$ cat config.mk
export PLATFORM = sky130hd
export DESIGN_NAME = mem_port_arbiter
export DESIGN_NICKNAME = d
export VERILOG_FILES = /design/src/rtl/mem_port_arbiter.sv
export SDC_FILE = /design/constraint.sdc
export NUM_CORES = 1
export LEC_CHECK = 0
export BUFFER_PORTS_ARGS = -buffer_cell sky130_fd_sc_hd__buf_2
export CORE_MARGIN = 2
export CORE_UTILIZATION = 30
export CTS_BUF_LIST = sky130_fd_sc_hd__clkbuf_4 sky130_fd_sc_hd__clkbuf_8
export CTS_CLUSTER_SIZE = 24
export DETAILED_ROUTE_END_ITERATION = 7
export MAX_ROUTING_LAYER = met4
export SYNTH_ARGS = -nofsm -noshare
export SYNTH_HDL_FRONTEND = slang
export SYNTH_SLANG_ARGS = --single-unit
export TNS_END_PERCENT = 20
$ cat constraint.sdc
create_clock -name clk -period 2.4 [get_ports clk]
set_input_delay 0.48 -clock clk [delete_from_list [all_inputs] [get_ports clk]]
set_output_delay 0.48 -clock clk [all_outputs]
set_load 0.005 [all_outputs]
$ cat src/rtl/mem_port_arbiter.sv
// mem_port_arbiter: shares one single-port synchronous memory between the
// instruction-fetch and data load/store requesters. Round-robin arbitration,
// one outstanding access, grant pulse at issue and completion pulse with data.
module mem_port_arbiter #(
  parameter int ADDR_W  = 32,
  parameter int DATA_W  = 32,
  parameter int MEM_LAT = 1
) (
  input  logic                  clk,
  input  logic                  rstn,
  input  logic                  if_req,
  input  logic [ADDR_W-1:0]     if_addr,
  output logic                  if_gnt,
  output logic                  if_rvalid,
  output logic [DATA_W-1:0]     if_rdata,
  input  logic                  d_req,
  input  logic [ADDR_W-1:0]     d_addr,
  input  logic [DATA_W/8-1:0]   d_we,
  input  logic [DATA_W-1:0]     d_wdata,
  output logic                  d_gnt,
  output logic                  d_rvalid,
  output logic [DATA_W-1:0]     d_rdata,
  output logic                  mem_en,
  output logic [ADDR_W-1:0]     mem_addr,
  output logic [DATA_W/8-1:0]   mem_we,
  output logic [DATA_W-1:0]     mem_wdata,
  input  logic [DATA_W-1:0]     mem_rdata,
  output logic                  busy
);

  localparam int BE_W = DATA_W / 8;
  localparam logic [3:0] LAT4 = 4'(MEM_LAT);

  typedef enum logic [1:0] {IDLE, ISSUE, WAIT, RESP} state_t;

  state_t              state;
  state_t              state_next;
  logic                sel_data;
  logic                last_data;
  logic                take;
  logic                take_data;
  logic [3:0]          cnt;
  logic [ADDR_W-1:0]   addr_q;
  logic [BE_W-1:0]     we_q;
  logic [DATA_W-1:0]   wdata_q;

  // state register; reset abandons any in-flight access
  always_ff @(posedge clk or negedge rstn) begin
    if (!rstn) begin
      state <= IDLE;
    end else begin
      state <= state_next;
    end
  end

  // next state and requester selection (take = latch a new requester)
  always_comb begin
    state_next = state;
    take       = 1'b0;
    take_data  = 1'b0;
    case (state)
      IDLE: begin
        if (if_req || d_req) begin
          take       = 1'b1;
          // on contention the requester not granted last wins
          take_data  = d_req && (!if_req || !last_data);
          state_next = ISSUE;
        end
      end
      ISSUE: state_next = WAIT;
      WAIT: begin
        if (cnt == 4'd1) begin
          state_next = RESP;
        end
      end
      RESP: begin
        // only the other requester may be chained straight into ISSUE
        if (sel_data ? if_req : d_req) begin
          take       = 1'b1;
          take_data  = !sel_data;
          state_next = ISSUE;
        end else begin
          state_next = IDLE;
        end
      end
      default: state_next = IDLE;
    endcase
  end

  // request latch, round-robin pointer, wait counter and read-data capture
  always_ff @(posedge clk or negedge rstn) begin
    if (!rstn) begin
      sel_data  <= 1'b0;
      last_data <= 1'b1;
      cnt       <= '0;
      addr_q    <= '0;
      we_q      <= '0;
      wdata_q   <= '0;
      if_rdata  <= '0;
      d_rdata   <= '0;
    end else begin
      if (take) begin
        sel_data <= take_data;
        addr_q   <= take_data ? d_addr : if_addr;
        we_q     <= take_data ? d_we : '0;
        wdata_q  <= take_data ? d_wdata : '0;
      end
      case (state)
        ISSUE: begin
          last_data <= sel_data;
          cnt       <= LAT4;
        end
        WAIT: begin
          cnt <= cnt - 4'd1;
          if (cnt == 4'd1) begin
            if (sel_data) begin
              d_rdata <= (we_q != '0) ? '0 : mem_rdata;
            end else begin
              if_rdata <= mem_rdata;
            end
          end
        end
        default: ;
      endcase
    end
  end

  // outputs decoded purely from state and registered request fields
  always_comb begin
    if_gnt    = (state == ISSUE) && !sel_data;
    d_gnt     = (state == ISSUE) && sel_data;
    if_rvalid = (state == RESP) && !sel_data;
    d_rvalid  = (state == RESP) && sel_data;
    busy      = (state != IDLE);
    mem_en    = (state == ISSUE);
    mem_addr  = (state == ISSUE) ? addr_q : '0;
    mem_we    = (state == ISSUE) ? we_q : '0;
    mem_wdata = (state == ISSUE) ? wdata_q : '0;
  end

endmodule

==> out/qor.txt <==
Outcome = completed
Setup TNS = 0 ns
Total Routing Usage GR = 15.44%
Synth top area share = 56.67%
Initial antenna violation count = 0
CORE AREA = 0.02017 mm²
Crit path max fanout = 44
Startpoint Class = register
Most used DFF post-synth = dfrtp_1
Drt total wl = 16,360 µm
Most common cell in the synthesized netlist = dfrtp_1
Global-route met1 utilization = 20.12%
Yosys warns = 0
GRT met3 Usage = 3.944%
Worst path cell trace = inv_1 -> ha_2 -> buf_12 -> and2_1 -> buf_2
Crit. End Element = output pin
Root buf cell = clkbuf_8
First-pass GRT wire length = 25,590 µm
Synth unique cells = 39
Met2 Usage GRT = 23.86%
PwrDens = 1270 mW/mm²
Seq cells post-synth = 140
Pre-CTS setup slack = 0.04168 ns
Final Worst Setup Slack = 0.1561 ns
Worst Path Required = 1.92 ns
Rows = 52
Worst vdd rail ir drop = 0.4981 mV
Worst-margin pin slew = 0.4406 ns
Max Buffers Root-to-Sink = 2
Ranking of synthesized cells by area = dfrtp_1 (57%), and2_1 (7.1%), mux2_2 (6.1%)
GRT overflow = 0
Worst hold margin = 0.2576 ns
DR vias = 5,113
Finish-stage setup viols = 0
EDFF count, synth = 0
Area grow syn2layout = 33.69%
Vias in the first global route = 4,966
Syn Area/Cell = 10.90 µm²
Share of post-route cells with drive strength above 1 = 43.03%
Total clock buffers created by CTS = 17
Crit-path max cell delay = 0.42 ns
Bufs and invs on worst path = 3
Synth top cells by count = dfrtp_1 (139), nand2_1 (98), and2_1 (70)
Leakage Power = 4.191 nW
Total Die Area = 0.02162 mm²
Worst EP arrival = 1.76 ns
DRC viols = 0
Final worst-path cycle share = 93.49%
RSZ-0062 raised after global routing = false
Post-synth top area cell = dfrtp_1
Setup CP Type = reg -> out
Max Freq = 445.7 MHz
Hold Path Class = in -> reg
RD Place Congestion = 0.7955
Layer with the highest usage = met2
Tmin final = 2.244 ns
Ys async rst share = 100.0%
DR pass1 iterations = 5
Final hold violations = 0
Largest net degree at the start of global routing = 70
Iter 0 DRT Violations = 137
Dpl hpwl = 11,460 µm
Gate Count Post-Synth = 563
Post-layout util = 40.69%
Family with the most delay on the worst path = buffers and inverters
Clk_lat worst skew = 0.44 ns
CTS sink count = 140
CTS clk-pin slew, worst paths = 0.08 ns
Nets@finish = 969
Post-DRT Antenna Nets = 0
Number of buffers added on ports = 273
Ant. Diodes = 0
CP max stage cell = dfrtp_1
Max cap viols = 0
# fillers = 2,006
Slew Limit Fails = 0
Register area share after synthesis = 57.09%
Vias per Instance = 4.610
Ports = 274
H-Tree Level Count = 4
Die Ht = 147.0 µm
CTS tree = done
Syn_nets = 706
Initial Utilization = 30.43%
Wire per inst = 14.75 µm
Post-Synthesis Cell Area = 0.006138 mm²
Die W = 147.0 µm
Rel. slew slack = 70.63%
Clock Skew = 0.01808 ns
-- cell usage in the layout, fill, tap and decap left out, types with 6 or more instances in the layout --
cell      netlist  routed
nand2_1        98      98
mux2_2         33      33
o22ai_1        33      33
dfrtp_1       139     139
ha_1            7       6
a22o_1         36      36
buf_12          0       8
o21ai_0        36      36
o21ai_1        33      32
clkbuf_8        0      18
inv_1           7       7
and2_1         70      70
buf_2          10     272
-- path summary, 6_finish.rpt --
kind / from / end / slack [ns] / cells after the start
max: state[1]$_DFFE_PN0P_ / mem_wdata[24] / 0.16 / 5
min: d_wdata[26] / wdata_q[26]$_DFFE_PN0P_ / 0.26 / 2
max reg2reg: state[0]$_DFFE_PN0P_ / wdata_q[31]$_DFFE_PN0P_ / 0.23 / 5
min reg2reg: addr_q[7]$_DFFE_PN0P_ / addr_q[7]$_DFFE_PN0P_ / 0.47 / 2
max in group asynchronous: rstn / last_data$_DFFE_PN1P_ / 1.31 / 3
min in group asynchronous: rstn / if_rdata[24]$_DFFE_PN0P_ / 0.45 / 2
-- area by class of cell --
type | instances | area (µm²) | share of cell area [%]
flip-flops and latches | 140 | 3505 | 42.70
multi-input cells | 371 | 2340 | 28.51
repair buffers | 288 | 1595 | 19.44
well taps | 270 | 337.8 | 4.116
clock buffers | 20 | 262.8 | 3.202
clock inverters | 12 | 136.4 | 1.662
inverters | 8 | 30.03 | 0.3659
-- cell families (layout without fill, tap and decap cells) --
family          Yosys count  after routing  share of synthesized area, %
compound gates          147            147                         15.33
flops                   140            140                         57.09
mux                      34             34                         6.217
simple gates            183            183                         14.88
buf+inv                  52            328                         5.055
fa+ha+maj                 7              7                         1.427
-- sequential cells by signal (all words and copies together) (netlist names) --
| register | cells |
|---|---|
| wdata_q | 32 |
| state | 2 |
| we_q | 4 |
| if_rdata | 32 |
| cnt | 4 |
| addr_q | 32 |
| sel_data | 1 |
| last_data | 1 |
| d_rdata | 32 |
-- per-layer routing --
layer  part of all wire, %  up-vias
met1                    46     2385
met5                     0        -
met4                   1.3        0
met3                   7.2       13
met2                    45      234
li1                      -     2481
-- where the power goes --
part	internal (mW)	switching, mW
registers	3.39	0.510
clock network	0.983	0.952
logic	2.20	2.38
total	6.58	3.85
-- through the flow --
stage,instance area [µm²],power [mW],cells
2_1_floorplan,6138,6.885,563
3_3_place_gp,7757,8.476,1075
3_5_place_dp,7757,8.529,1075
4_1_cts,8167,10.52,1108
5_1_grt,8207,11.31,1109
6_report,8207,10.42,1109
-- repair_timing --
action,CTS,global route
setup buffers,0,0
hold endpoints to repair,19,0
gates resized for setup,0,6
setup endpoints to repair,0,45
hold buffers,1,0
No activity file was read; power rests on OpenSTA's default activity.
